<file path="config.mk">
export PLATFORM = sky130hd
export DESIGN_NAME = pattern_sequencer
export DESIGN_NICKNAME = d
export VERILOG_FILES = /design/src/rtl/pattern_sequencer.sv
export SDC_FILE = /design/constraint.sdc
export NUM_CORES = 1
export LEC_CHECK = 0
export ABC_AREA = 1
export BUFFER_PORTS_ARGS = -buffer_cell sky130_fd_sc_hd__buf_2
export CAP_MARGIN = 20
export CELL_PAD_IN_SITES_DETAIL_PLACEMENT = 0
export CELL_PAD_IN_SITES_GLOBAL_PLACEMENT = 1
export CORE_ASPECT_RATIO = 1.2
export CORE_MARGIN = 3
export CORE_UTILIZATION = 48
export CTS_BUF_LIST = sky130_fd_sc_hd__clkbuf_4 sky130_fd_sc_hd__clkbuf_8 sky130_fd_sc_hd__clkbuf_16
export DETAILED_ROUTE_END_ITERATION = 7
export PLACE_DENSITY_LB_ADDON = 0.1
export SYNTH_ARGS = -nofsm -noshare
export SYNTH_HDL_FRONTEND = slang
export SYNTH_SLANG_ARGS = --single-unit
</file>
<file path="constraint.sdc">
create_clock -name CLK -period 19.2 [get_ports CLK]
set_clock_uncertainty 0.2 [all_clocks]
set_input_delay 2.88 -clock CLK [delete_from_list [all_inputs] [get_ports CLK]]
set_output_delay 2.88 -clock CLK [all_outputs]
set_load 0.05 [all_outputs]
</file>
<file path="src/rtl/pattern_sequencer.sv">
// pattern_sequencer: multi-channel serial pattern player.
// Each channel holds a PAT_LEN-bit pattern and shifts it out LSB first,
// one bit per (div+1) cycles, either once (oneshot) or looping forever.
// A free-running counter provides a divided tick output.
//
// Ports:
//   CLK, RST     clock (rising edge) and asynchronous active-high reset
//   cfg_valid    configuration offered
//   cfg_ready    configuration accepted (1 from the first edge after reset)
//   cfg_chan     target channel; values >= CHANNELS are accepted and dropped
//   cfg_pattern  pattern, bit 0 shown first
//   cfg_div      step length is cfg_div+1 cycles
//   cfg_oneshot  1 = play once, 0 = loop
//   cfg_idle     output level while the channel is idle
//   stop         per-channel abort (ignored while idle)
//   ch_out       registered pattern outputs
//   ch_busy      channel is running
//   ch_done      one-cycle pulse when a oneshot run completes
//   tick_out     bit TICK_BIT of a free-running counter

// One channel: IDLE/RUN state machine with prescaler and bit index.
module pattern_sequencer_lane #(
   parameter int PAT_LEN = 32,
   parameter int DIV_W   = 26
) (
   input  logic               CLK,
   input  logic               RST,
   input  logic               load,
   input  logic [PAT_LEN-1:0] pattern,
   input  logic [DIV_W-1:0]   div,
   input  logic               oneshot,
   input  logic               idle_lvl,
   input  logic               stop,
   output logic               out,
   output logic               busy,
   output logic               done
);
   localparam int IDX_W = $clog2(PAT_LEN);
   localparam logic [IDX_W-1:0] LAST = IDX_W'(PAT_LEN - 1);

   typedef enum logic {S_IDLE, S_RUN} state_t;

   state_t             state_q, state_d;
   logic [PAT_LEN-1:0] pat_q, pat_d;
   logic [DIV_W-1:0]   div_q, div_d;
   logic [DIV_W-1:0]   pre_q, pre_d;
   logic [IDX_W-1:0]   idx_q, idx_d;
   logic               os_q, os_d;
   logic               idl_q, idl_d;
   logic               out_q, out_d;
   logic               done_q, done_d;
   logic               step, last;

   assign step = (state_q == S_RUN) && (pre_q == '0);
   assign last = (idx_q == LAST);

   // State register (plus datapath registers)
   always_ff @(posedge CLK or posedge RST) begin
      if (RST) begin
         state_q <= S_IDLE;
         pat_q   <= '0;
         div_q   <= '0;
         pre_q   <= '0;
         idx_q   <= '0;
         os_q    <= 1'b0;
         idl_q   <= 1'b0;
         out_q   <= 1'b0;
         done_q  <= 1'b0;
      end else begin
         state_q <= state_d;
         pat_q   <= pat_d;
         div_q   <= div_d;
         pre_q   <= pre_d;
         idx_q   <= idx_d;
         os_q    <= os_d;
         idl_q   <= idl_d;
         out_q   <= out_d;
         done_q  <= done_d;
      end
   end

   // Next state: a load wins over stop and over the final oneshot step.
   always_comb begin
      state_d = state_q;
      if (load)
         state_d = S_RUN;
      else if (state_q == S_RUN) begin
         if (stop)
            state_d = S_IDLE;
         else if (step && last && os_q)
            state_d = S_IDLE;
      end
   end

   // Datapath and registered outputs
   always_comb begin
      pat_d  = pat_q;
      div_d  = div_q;
      pre_d  = pre_q;
      idx_d  = idx_q;
      os_d   = os_q;
      idl_d  = idl_q;
      out_d  = out_q;
      done_d = 1'b0;
      if (load) begin
         pat_d = pattern;
         div_d = div;
         pre_d = div;
         idx_d = '0;
         os_d  = oneshot;
         idl_d = idle_lvl;
         out_d = pattern[0];
      end else if (state_q == S_RUN) begin
         if (stop)
            out_d = idl_q;
         else if (!step)
            pre_d = pre_q - DIV_W'(1);
         else begin
            pre_d = div_q;
            if (last) begin
               idx_d = '0;
               if (os_q) begin
                  out_d  = idl_q;
                  done_d = 1'b1;
               end else
                  out_d = pat_q[0];
            end else begin
               idx_d = idx_q + IDX_W'(1);
               out_d = pat_q[idx_d];
            end
         end
      end
   end

   assign out  = out_q;
   assign busy = (state_q == S_RUN);
   assign done = done_q;
endmodule

module pattern_sequencer #(
   parameter int CHANNELS = 2,
   parameter int PAT_LEN  = 32,
   parameter int DIV_W    = 26,
   parameter int TICK_BIT = 3,
   localparam int CH_W    = (CHANNELS > 1) ? $clog2(CHANNELS) : 1
) (
   input  logic                CLK,
   input  logic                RST,
   input  logic                cfg_valid,
   output logic                cfg_ready,
   input  logic [CH_W-1:0]     cfg_chan,
   input  logic [PAT_LEN-1:0]  cfg_pattern,
   input  logic [DIV_W-1:0]    cfg_div,
   input  logic                cfg_oneshot,
   input  logic                cfg_idle,
   input  logic [CHANNELS-1:0] stop,
   output logic [CHANNELS-1:0] ch_out,
   output logic [CHANNELS-1:0] ch_busy,
   output logic [CHANNELS-1:0] ch_done,
   output logic                tick_out
);
   logic              ready_q;
   logic [TICK_BIT:0] tick_cnt_q;
   logic              xfer;

   always_ff @(posedge CLK or posedge RST) begin
      if (RST) begin
         ready_q    <= 1'b0;
         tick_cnt_q <= '0;
      end else begin
         ready_q    <= 1'b1;
         tick_cnt_q <= tick_cnt_q + (TICK_BIT+1)'(1);
      end
   end

   assign cfg_ready = ready_q;
   assign tick_out  = tick_cnt_q[TICK_BIT];
   assign xfer      = cfg_valid && ready_q;

   // An out-of-range cfg_chan matches no lane, so the transfer completes
   // without touching any channel.
   for (genvar g = 0; g < CHANNELS; g++) begin : g_lane
      pattern_sequencer_lane #(
         .PAT_LEN (PAT_LEN),
         .DIV_W   (DIV_W)
      ) u_lane (
         .CLK      (CLK),
         .RST      (RST),
         .load     (xfer && (cfg_chan == CH_W'(g))),
         .pattern  (cfg_pattern),
         .div      (cfg_div),
         .oneshot  (cfg_oneshot),
         .idle_lvl (cfg_idle),
         .stop     (stop[g]),
         .out      (ch_out[g]),
         .busy     (ch_busy[g]),
         .done     (ch_done[g])
      );
   end
endmodule

</file>
==> metrics.cfg <==
[run_status]
status = completed

[power_and_ir_drop]
leakage_nw = 5.53
p_per_area_mw_per_mm2 = 120
p_total_mw = 1.33
vdd_drop_max_mv = 0.0706

[floorplan]
die_area_sq_mm = 0.0226
die-height_um = 164
die_w_um = 138
std_cell_rows = 57
core_sq_mm = 0.0203
io_pins = 74
initial_core_util_pct = 49.1

[drt]
vias_per_cell = 5.21
drtPass1Iterations = 5
via_count = 8477
dr.first_iter.drc_count = 557
ant_nets = 0
drt_wl_total_mm = 27.2
wl_per_cell_um = 16.7
drc = 0

[yosys]
ys_seq_elements = 193
synth_cell_types = 43
yosys_warnings = 0
avgSynthCellArea_sq_um = 7.64
syn_area_sq_mm = 0.00999
syn_inst = 1307
synth_ff_type = dfrtp_1
synth_async_sr_flop_share_pct = 100
synth_edf_count = 0
seq_area_frac_synth_pct = 48.4
syn-num-nets = 1380

[critical_path]
max_stage_delay_ns = 0.75
worstSetupEndpointType = register
critPathMaxFanout = 93
worstSetupStartpoint = cfg_valid
crit_slowest_cell = nand2_1
setup.worst_path.start_class = input pin
cpMostUsedCell = inv_1
critical_path_arrival_ns = 5.90
crit_chain = buf_2, inv_1, nor3_2, buf_4, inv_1, nand2_1, inv_1, nor2_4, nand3_1, o21ai_0
critPathRequiredTime_ns = 19.35
rr_startpoint = cfg_ready
crit_type = in2reg

[clocking]
clock-sinks = 193
postCtsHoldBufs = 0
clk_latency_ns = 0.43
tritoncts = done
cts_root_buffer = clkbuf_16
cts_setup_buffers = 0
clk_pin_slew_worst_paths_ns = 0.07
htree_levels = 4
cts_buffer_depth = 2
cts_buffers = 17
cts_resized = 0

[global_routing]
overflow = 0
grt_pass1_vias = 8310
grt_start_max_net_pins = 132
antenna_found_initial = 0
grt_pass1_wl_mm = 43.7
grt_usage_pct = 25.0

[layout]
layout-drive-gt1-share_pct = 10.6
syn_to_final_growth_pct = 11.3
final_cell_mix = 434 x nand2_1, 193 x dfrtp_1, 146 x inv_1, 133 x o21ai_0, 107 x nand3_1
insertedDiodeCount = 0
layout.cells.most_common = nand2_1
nNetsFinal = 1423

[timing]
fmax_mhz = 174
drv_slew = 0
rsz0062_at_grt = false
fin_setup_tns_ns = 0
post-route-period-util_pct = 30.0
tightest_slew_ns = 0.978
post-route-min-period_ns = 5.76
hold_slack_ns = 0.255
setup_viol = 0
maxSlewHeadroom_pct = 34.6
timing.final.hold_violations = 0

[hold_path]
hold_path.startpoint = tick_cnt_q[0]
min_path_type = reg2reg

[place]
routabilityCongestion = 0.853
io_buffers = 73
hpwl_mm = 19.3

[flow_run]
drv_cap = 0

==> critical path, delay by kind of cell <==
| kind | cells | cell delay (ns) |
|---|---|---|
| buffers and inverters | 5 | 1.62 |
| AO/OA/AOI/OAI | 1 | 0.09 |
| AND/OR/NAND/NOR | 4 | 1.28 |
==> cell usage after synthesis (4+ instances only) <==
| cell type | count | area (sq um) |
|---|---|---|
| o21ai_1 | 7 | 35.0 |
| xnor2_1 | 7 | 61.3 |
| o211ai_1 | 29 | 218 |
| nand3_1 | 107 | 536 |
| xor2_1 | 29 | 254 |
| dfrtp_1 | 193 | 4830 |
| o21bai_1 | 4 | 30.0 |
| nand4_1 | 8 | 50.1 |
| inv_2 | 6 | 22.5 |
| ha_1 | 7 | 87.6 |
| buf_4 | 7 | 52.6 |
| nor3_1 | 12 | 60.1 |
| clkbuf_1 | 33 | 124 |
| nand2_2 | 5 | 31.3 |
| nand2_1 | 434 | 1630 |
| a21oi_1 | 17 | 85.1 |
| inv_1 | 147 | 552 |
| buf_2 | 7 | 35.0 |
| nor2_1 | 67 | 251 |
| buf_1 | 6 | 22.5 |
| nor2_2 | 7 | 43.8 |
| o21ai_0 | 133 | 666 |
==> metrics by stage <==
stage	util, %	setup slack (ns)	instances	cell area [sq um]
3_5_place_dp	51.6	12.98	1596	10500
4_1_cts	54.7	13.42	1627	11100
6_report	54.7	13.44	1627	11100
3_3_place_gp	51.6	13.05	1596	10500
2_1_floorplan	-	10.86	1307	9990
5_1_grt	54.7	13.05	1627	11100
==> per-layer routing <==
metal  up-vias  GRT usage [%]  routed length [um]
met3        37           3.65                1010
li1       4249              -                   -
met1      4025           32.8               12100
met2       166           42.6               13500
met5         -              0                   0
met4         0           7.71                 671
==> worst paths after layout <==
check / end / slack (ns) / cells past startpoint
worst max register to register: g_lane[1].u_lane.idx_q[0] / 15.59 / 9
worst max-delay path: g_lane[1].u_lane.idx_q[0] / 13.44 / 10
worst min-delay path: tick_cnt_q[0] / 0.25 / 1
worst min register to register: tick_cnt_q[0] / 0.25 / 1
max in group asynchronous: g_lane[1].u_lane.pre_q[18] / 14.88 / 3
min in group asynchronous: g_lane[1].u_lane.idl_q / 2.43 / 2
==> report_power, final <==
group / internal [mW] / switching (mW) / leakage, nW
clock network: 0.226 / 0.164 / 0.298
logic: 0.138 / 0.248 / 2.84
registers: 0.490 / 0.0661 / 2.39
total: 0.853 / 0.478 / 5.53
==> cell type report <==
| class | count | area, sq um |
|---|---|---|
| Clock buffer | 19 | 453 |
| Clock inverter | 12 | 181 |
| Fill cell | 1974 | 9210 |
| Inverter | 156 | 593 |
| Multi-Input combinational cell | 903 | 4320 |
| Sequential cell | 193 | 4830 |
| Tap cell | 265 | 332 |
| Timing Repair Buffer | 79 | 410 |
==> logic make-up after synthesis <==
logic type	Yosys count	share of synthesized area (%)
flip-flops	193	48.4
adder cells (fa/ha/maj)	7	0.877
AND/OR/NAND/NOR	654	27.4
AO/OA/AOI/OAI	205	11.6
buffers and inverters	211	8.56
other	1	0.0375
XOR/XNOR	36	3.16
==> state kept, by name, indices dropped and copies added (netlist names) <==
register	count
tick_cnt_q	4
g_lane.u_lane.pat_q	64
g_lane.u_lane.os_q	2
g_lane.u_lane.done	2
g_lane.u_lane.div_q	52
g_lane.u_lane.idx_q	10
g_lane.u_lane.idl_q	2
g_lane.u_lane.out	2
g_lane.u_lane.busy	2
g_lane.u_lane.pre_q	52
cfg_ready	1
(Power assumes the default switching activity.)
